<file path="config.mk">
export PLATFORM = sky130hd
export DESIGN_NAME = mem_port_arbiter
export DESIGN_NICKNAME = d
export VERILOG_FILES = /design/src/rtl/mem_port_arbiter.sv
export SDC_FILE = /design/constraint.sdc
export NUM_CORES = 1
export LEC_CHECK = 0
export ABC_AREA = 1
export BUFFER_PORTS_ARGS = -buffer_cell sky130_fd_sc_hd__buf_2
export CAP_MARGIN = 5
export CORE_ASPECT_RATIO = 0.8
export CORE_UTILIZATION = 45
export CTS_CLUSTER_DIAMETER = 60
export DETAILED_ROUTE_END_ITERATION = 6
export GPL_TIMING_DRIVEN = 0
export PLACE_DENSITY = 0.88
export SYNTH_ARGS = -nofsm -noshare
export SYNTH_HDL_FRONTEND = slang
export SYNTH_SLANG_ARGS = --single-unit
</file>
<file path="constraint.sdc">
create_clock -name clk -period 4.7 [get_ports clk]
set_clock_uncertainty 0.15 [all_clocks]
set_input_delay 0.94 -clock clk [delete_from_list [all_inputs] [get_ports clk]]
set_output_delay 0.94 -clock clk [all_outputs]
set_load 0.1 [all_outputs]
</file>
<file path="src/rtl/mem_port_arbiter.sv">
// Two-port arbiter in front of the single-port 32K x 16 distributed memory.
// Round-robin ownership with a hold limit, per-port lock and registered read return.
module mem_port_arbiter #(
    parameter int AW       = 15,
    parameter int DW       = 16,
    parameter int MAX_HOLD = 16
) (
    input  logic          clk,
    input  logic          rst,
    input  logic          req0,
    input  logic          we0,
    input  logic [AW-1:0] adrs0,
    input  logic [DW-1:0] wdata0,
    input  logic          lock0,
    output logic          gnt0,
    output logic          rvalid0,
    output logic [DW-1:0] rdata0,
    input  logic          req1,
    input  logic          we1,
    input  logic [AW-1:0] adrs1,
    input  logic [DW-1:0] wdata1,
    input  logic          lock1,
    output logic          gnt1,
    output logic          rvalid1,
    output logic [DW-1:0] rdata1,
    output logic [AW-1:0] mem_a,
    output logic [DW-1:0] mem_d,
    output logic          mem_we,
    input  logic [DW-1:0] mem_spo
);

    localparam int HW = (MAX_HOLD > 1) ? $clog2(MAX_HOLD) : 1;
    localparam logic [HW-1:0] HOLD_MAX = HW'(MAX_HOLD - 1);

    typedef enum logic [1:0] {
        IDLE = 2'd0,
        OWN0 = 2'd1,
        OWN1 = 2'd2
    } state_t;

    state_t        state;
    logic          last;
    logic [HW-1:0] hold;
    logic          sat;
    logic          acc0;
    logic          acc1;

    assign gnt0 = (state == OWN0);
    assign gnt1 = (state == OWN1);
    assign acc0 = gnt0 && req0;
    assign acc1 = gnt1 && req1;
    assign sat  = (hold == HOLD_MAX);

    // Ownership FSM: round-robin pick from IDLE, handover, forced rotation.
    always_ff @(posedge clk or negedge rst) begin
        if (!rst) begin
            state <= IDLE;
            last  <= 1'b1;
            hold  <= '0;
        end else begin
            unique case (state)
                IDLE: begin
                    if (req0 && (!req1 || last)) begin
                        state <= OWN0;
                        last  <= 1'b0;
                        hold  <= '0;
                    end else if (req1) begin
                        state <= OWN1;
                        last  <= 1'b1;
                        hold  <= '0;
                    end
                end
                OWN0: begin
                    if (req1 && (!req0 || (!lock0 && sat))) begin
                        state <= OWN1;
                        last  <= 1'b1;
                        hold  <= '0;
                    end else if (!req0) begin
                        state <= IDLE;
                        hold  <= '0;
                    end else if (!sat) begin
                        hold <= hold + 1'b1;
                    end
                end
                OWN1: begin
                    if (req0 && (!req1 || (!lock1 && sat))) begin
                        state <= OWN0;
                        last  <= 1'b0;
                        hold  <= '0;
                    end else if (!req1) begin
                        state <= IDLE;
                        hold  <= '0;
                    end else if (!sat) begin
                        hold <= hold + 1'b1;
                    end
                end
                default: begin
                    state <= IDLE;
                    hold  <= '0;
                end
            endcase
        end
    end

    // Memory mux; strobe is gated by reset so a write aborts instantly.
    always_comb begin
        mem_a  = '0;
        mem_d  = '0;
        mem_we = 1'b0;
        case (state)
            OWN0: begin
                mem_a  = adrs0;
                mem_d  = wdata0;
                mem_we = rst && req0 && we0;
            end
            OWN1: begin
                mem_a  = adrs1;
                mem_d  = wdata1;
                mem_we = rst && req1 && we1;
            end
            default: begin
                mem_a  = '0;
                mem_d  = '0;
                mem_we = 1'b0;
            end
        endcase
    end

    // Capture read data for the port whose read was accepted this edge.
    always_ff @(posedge clk or negedge rst) begin
        if (!rst) begin
            rvalid0 <= 1'b0;
            rvalid1 <= 1'b0;
            rdata0  <= '0;
            rdata1  <= '0;
        end else begin
            rvalid0 <= acc0 && !we0;
            rvalid1 <= acc1 && !we1;
            if (acc0 && !we0) begin
                rdata0 <= mem_spo;
            end
            if (acc1 && !we1) begin
                rdata1 <= mem_spo;
            end
        end
    end

endmodule

</file>
==> impl_metrics.tcl <==
set metrics [dict create \
    vias_per_cell 5.06 \
    place.port_buffers 153 \
    grt_pass1_vias 2493 \
    final_cells 556 \
    cap_violations 0 \
    cts_sinks 41 \
    die_area_um2 5610 \
    cts_tree "built" \
    vias 2813 \
    status "finished, final reports clean" \
    pre_cts_ws_ns 1.23 \
    hold_viol_final 0 \
    ys_ff_latch 41 \
    finalSetupTns_ns 0 \
    dp_hpwl_um 5790 \
    grt_max_degree 43 \
    start_kind "input port" \
    core-area_um2 5060 \
    routed_wirelength_um 7400 \
    syn_area_um2 2390 \
    worst_slew_pin_slew_ns 0.907 \
    post_cts_buffers 0 \
    finalNetCount 584 \
    grt.total_usage_pct 25.4 \
    report.final.slew_viol_count 0 \
    firstDrtPassIters 5 \
    finalSetupViolCount 0 \
    htree_levels 2 \
    syn_avg_cell_area_um2 7.18 \
    cp.arrival_ns 2.34 \
    clk_latency_ns 0.30 \
    ys_seq_area_share_pct 42.9 \
    die_w_um 83.5 \
    slew_headroom_pct 39.5 \
    fin_crit_sh_pct 73.0 \
    cp-end-kind "output pin" \
    period_needed_ns 3.43 \
    grt_pass1_wl_um 11300 \
    min_path_type "flop to flop" \
    syn_nets 424 \
    routedWlPerCell_um 13.3 \
    die_h_um 67.2 \
    grt_setup_unrepaired "false" \
    syn_to_final_growth_pct 38.9 \
    cp_data_required_time_ns 3.61 \
    drive_gt1_share_pct 39.5 \
    initial_core_util_pct 47.2 \
    cts_hold_buf 0 \
    synth.distinct_cells 24 \
    cts_resized 0 \
    antenna_found_initial 0 \
    ant_nets 0 \
    rows 23 \
    nFillCells 451 \
    drc 0 \
    gp_congestion 0.866 \
    clk_pin_slew_ns 0.09 \
    setup_ws_ns 1.27 \
    placedCellCount 548 \
    critPathMaxFanout 42 \
    n_antenna_cell 0 \
    drtIter0Drc 152 \
    cts-buffers-inserted 5 \
    grt_overflow_total 0 \
    path_class "input port to output pin" \
    pin_count 154 \
    fmax_mhz 292 \
    clock-root-buffer "clkbuf_8" \
    syn_inst 333 \
    cts_buffer_depth 2 \
    synth_warnings 0 \
]
flip-flops by register name, indices dropped and copies added (netlist names):
register and cells:
state 2, rdata0 16, rvalid1 1, last 1
hold 4, rdata1 16, rvalid0 1
through the flow:
stage | cell area [µm²] | utilization, % | hold slack, ns
3_5_place_dp | 3240 | 63.9 | 0.309
3_3_place_gp | 3240 | 63.9 | 0.301
6_report | 3320 | 65.6 | 0.334
4_1_cts | 3320 | 65.6 | 0.321
2_1_floorplan | 2390 | - | 0.292
5_1_grt | 3320 | 65.6 | 0.325
worst max-delay path, stage by stage:
cell and delay (ns):
buf_2 0.68, nand2_1 0.11, a21oi_1 0.14, buf_2 0.45
placed cells by master (no fill, tap or decap):
cell          n
o21ai_2       4
buf_2       158
a21oi_1      35
xnor2_1       1
nand2_2       4
o21ai_0       1
nor2_4        1
clkbuf_8      5
clkinv_2      2
dfstp_2       1
nor3_1        1
buf_4         4
clkinvlp_4    1
o21ai_1      30
buf_6         5
nand4_1       5
inv_2         7
nand3_2       1
nor2_1        6
nand3_1      10
nor2_2        2
ha_1          5
nand2_1     132
clkbuf_1      5
inv_1        27
dfrtp_1      40
nor3b_1       1
logic make-up (layout without fill, tap and decap cells):
family,count (synthesis),count (layout),synth area share [%]
xor gates and xnor gates,1,1,0.366
adders and majority gates,5,5,2.62
and+or+nand+nor,163,163,28.0
AOI/OAI and AO/OA,70,70,15.3
DFF,41,41,42.9
buffers and inverters,53,214,10.8
layer usage:
layer / track usage, % / vias to the layer above / share of wire [%]
li1: - / 1379 / -
met1: 33.7 / 1306 / 42
met2: 41.5 / 116 / 51
met3: 4.77 / 12 / 6.1
met4: 11.0 / 0 / 1.5
met5: 0 / - / 0
final timing paths:
check | start | end | slack [ns] | cells after the start
max in group asynchronous | rst | rdata0[5]$_DFFE_PN0P_ | 3.22 | 1
hold / removal | last$_DFFE_PN1P_ | last$_DFFE_PN1P_ | 0.33 | 2
hold reg to reg | last$_DFFE_PN1P_ | last$_DFFE_PN1P_ | 0.33 | 2
min in group asynchronous | rst | rdata1[1]$_DFFE_PN0P_ | 0.62 | 1
setup reg to reg | state[0]$_DFFE_PN0P_ | rdata1[7]$_DFFE_PN0P_ | 2.96 | 9
setup / recovery | rst | mem_we | 1.27 | 4
synth_stat cells, drive strengths merged:
library cell	number	area share (%)
nand2	136	22
dfrtp	40	42
a21oi	35	7.3
o21ai	35	7.9
inv	34	5.3
buf	14	4.7
nand3	11	2.5
nor2	9	1.9
clkbuf	5	0.78
ha	5	2.6
nand4	5	1.3
dfstp	1	1.1
nor3	1	0.21
nor3b	1	0.31
xnor2	1	0.37
cell type report:
cell class,count,area (µm²),area share (%)
inverter,34,128,3.84
tap,62,77.6,2.34
timing repair buffer,153,766,23.1
clock buffer,5,68.8,2.07
multi-input combinational,239,1110,33.3
clock inverter,3,17.5,0.527
sequential,41,1030,30.9
buffer,19,130,3.92
Power is not shown: default switching activity piles up to over one toggle a cycle in this logic, so the estimate is an artifact.
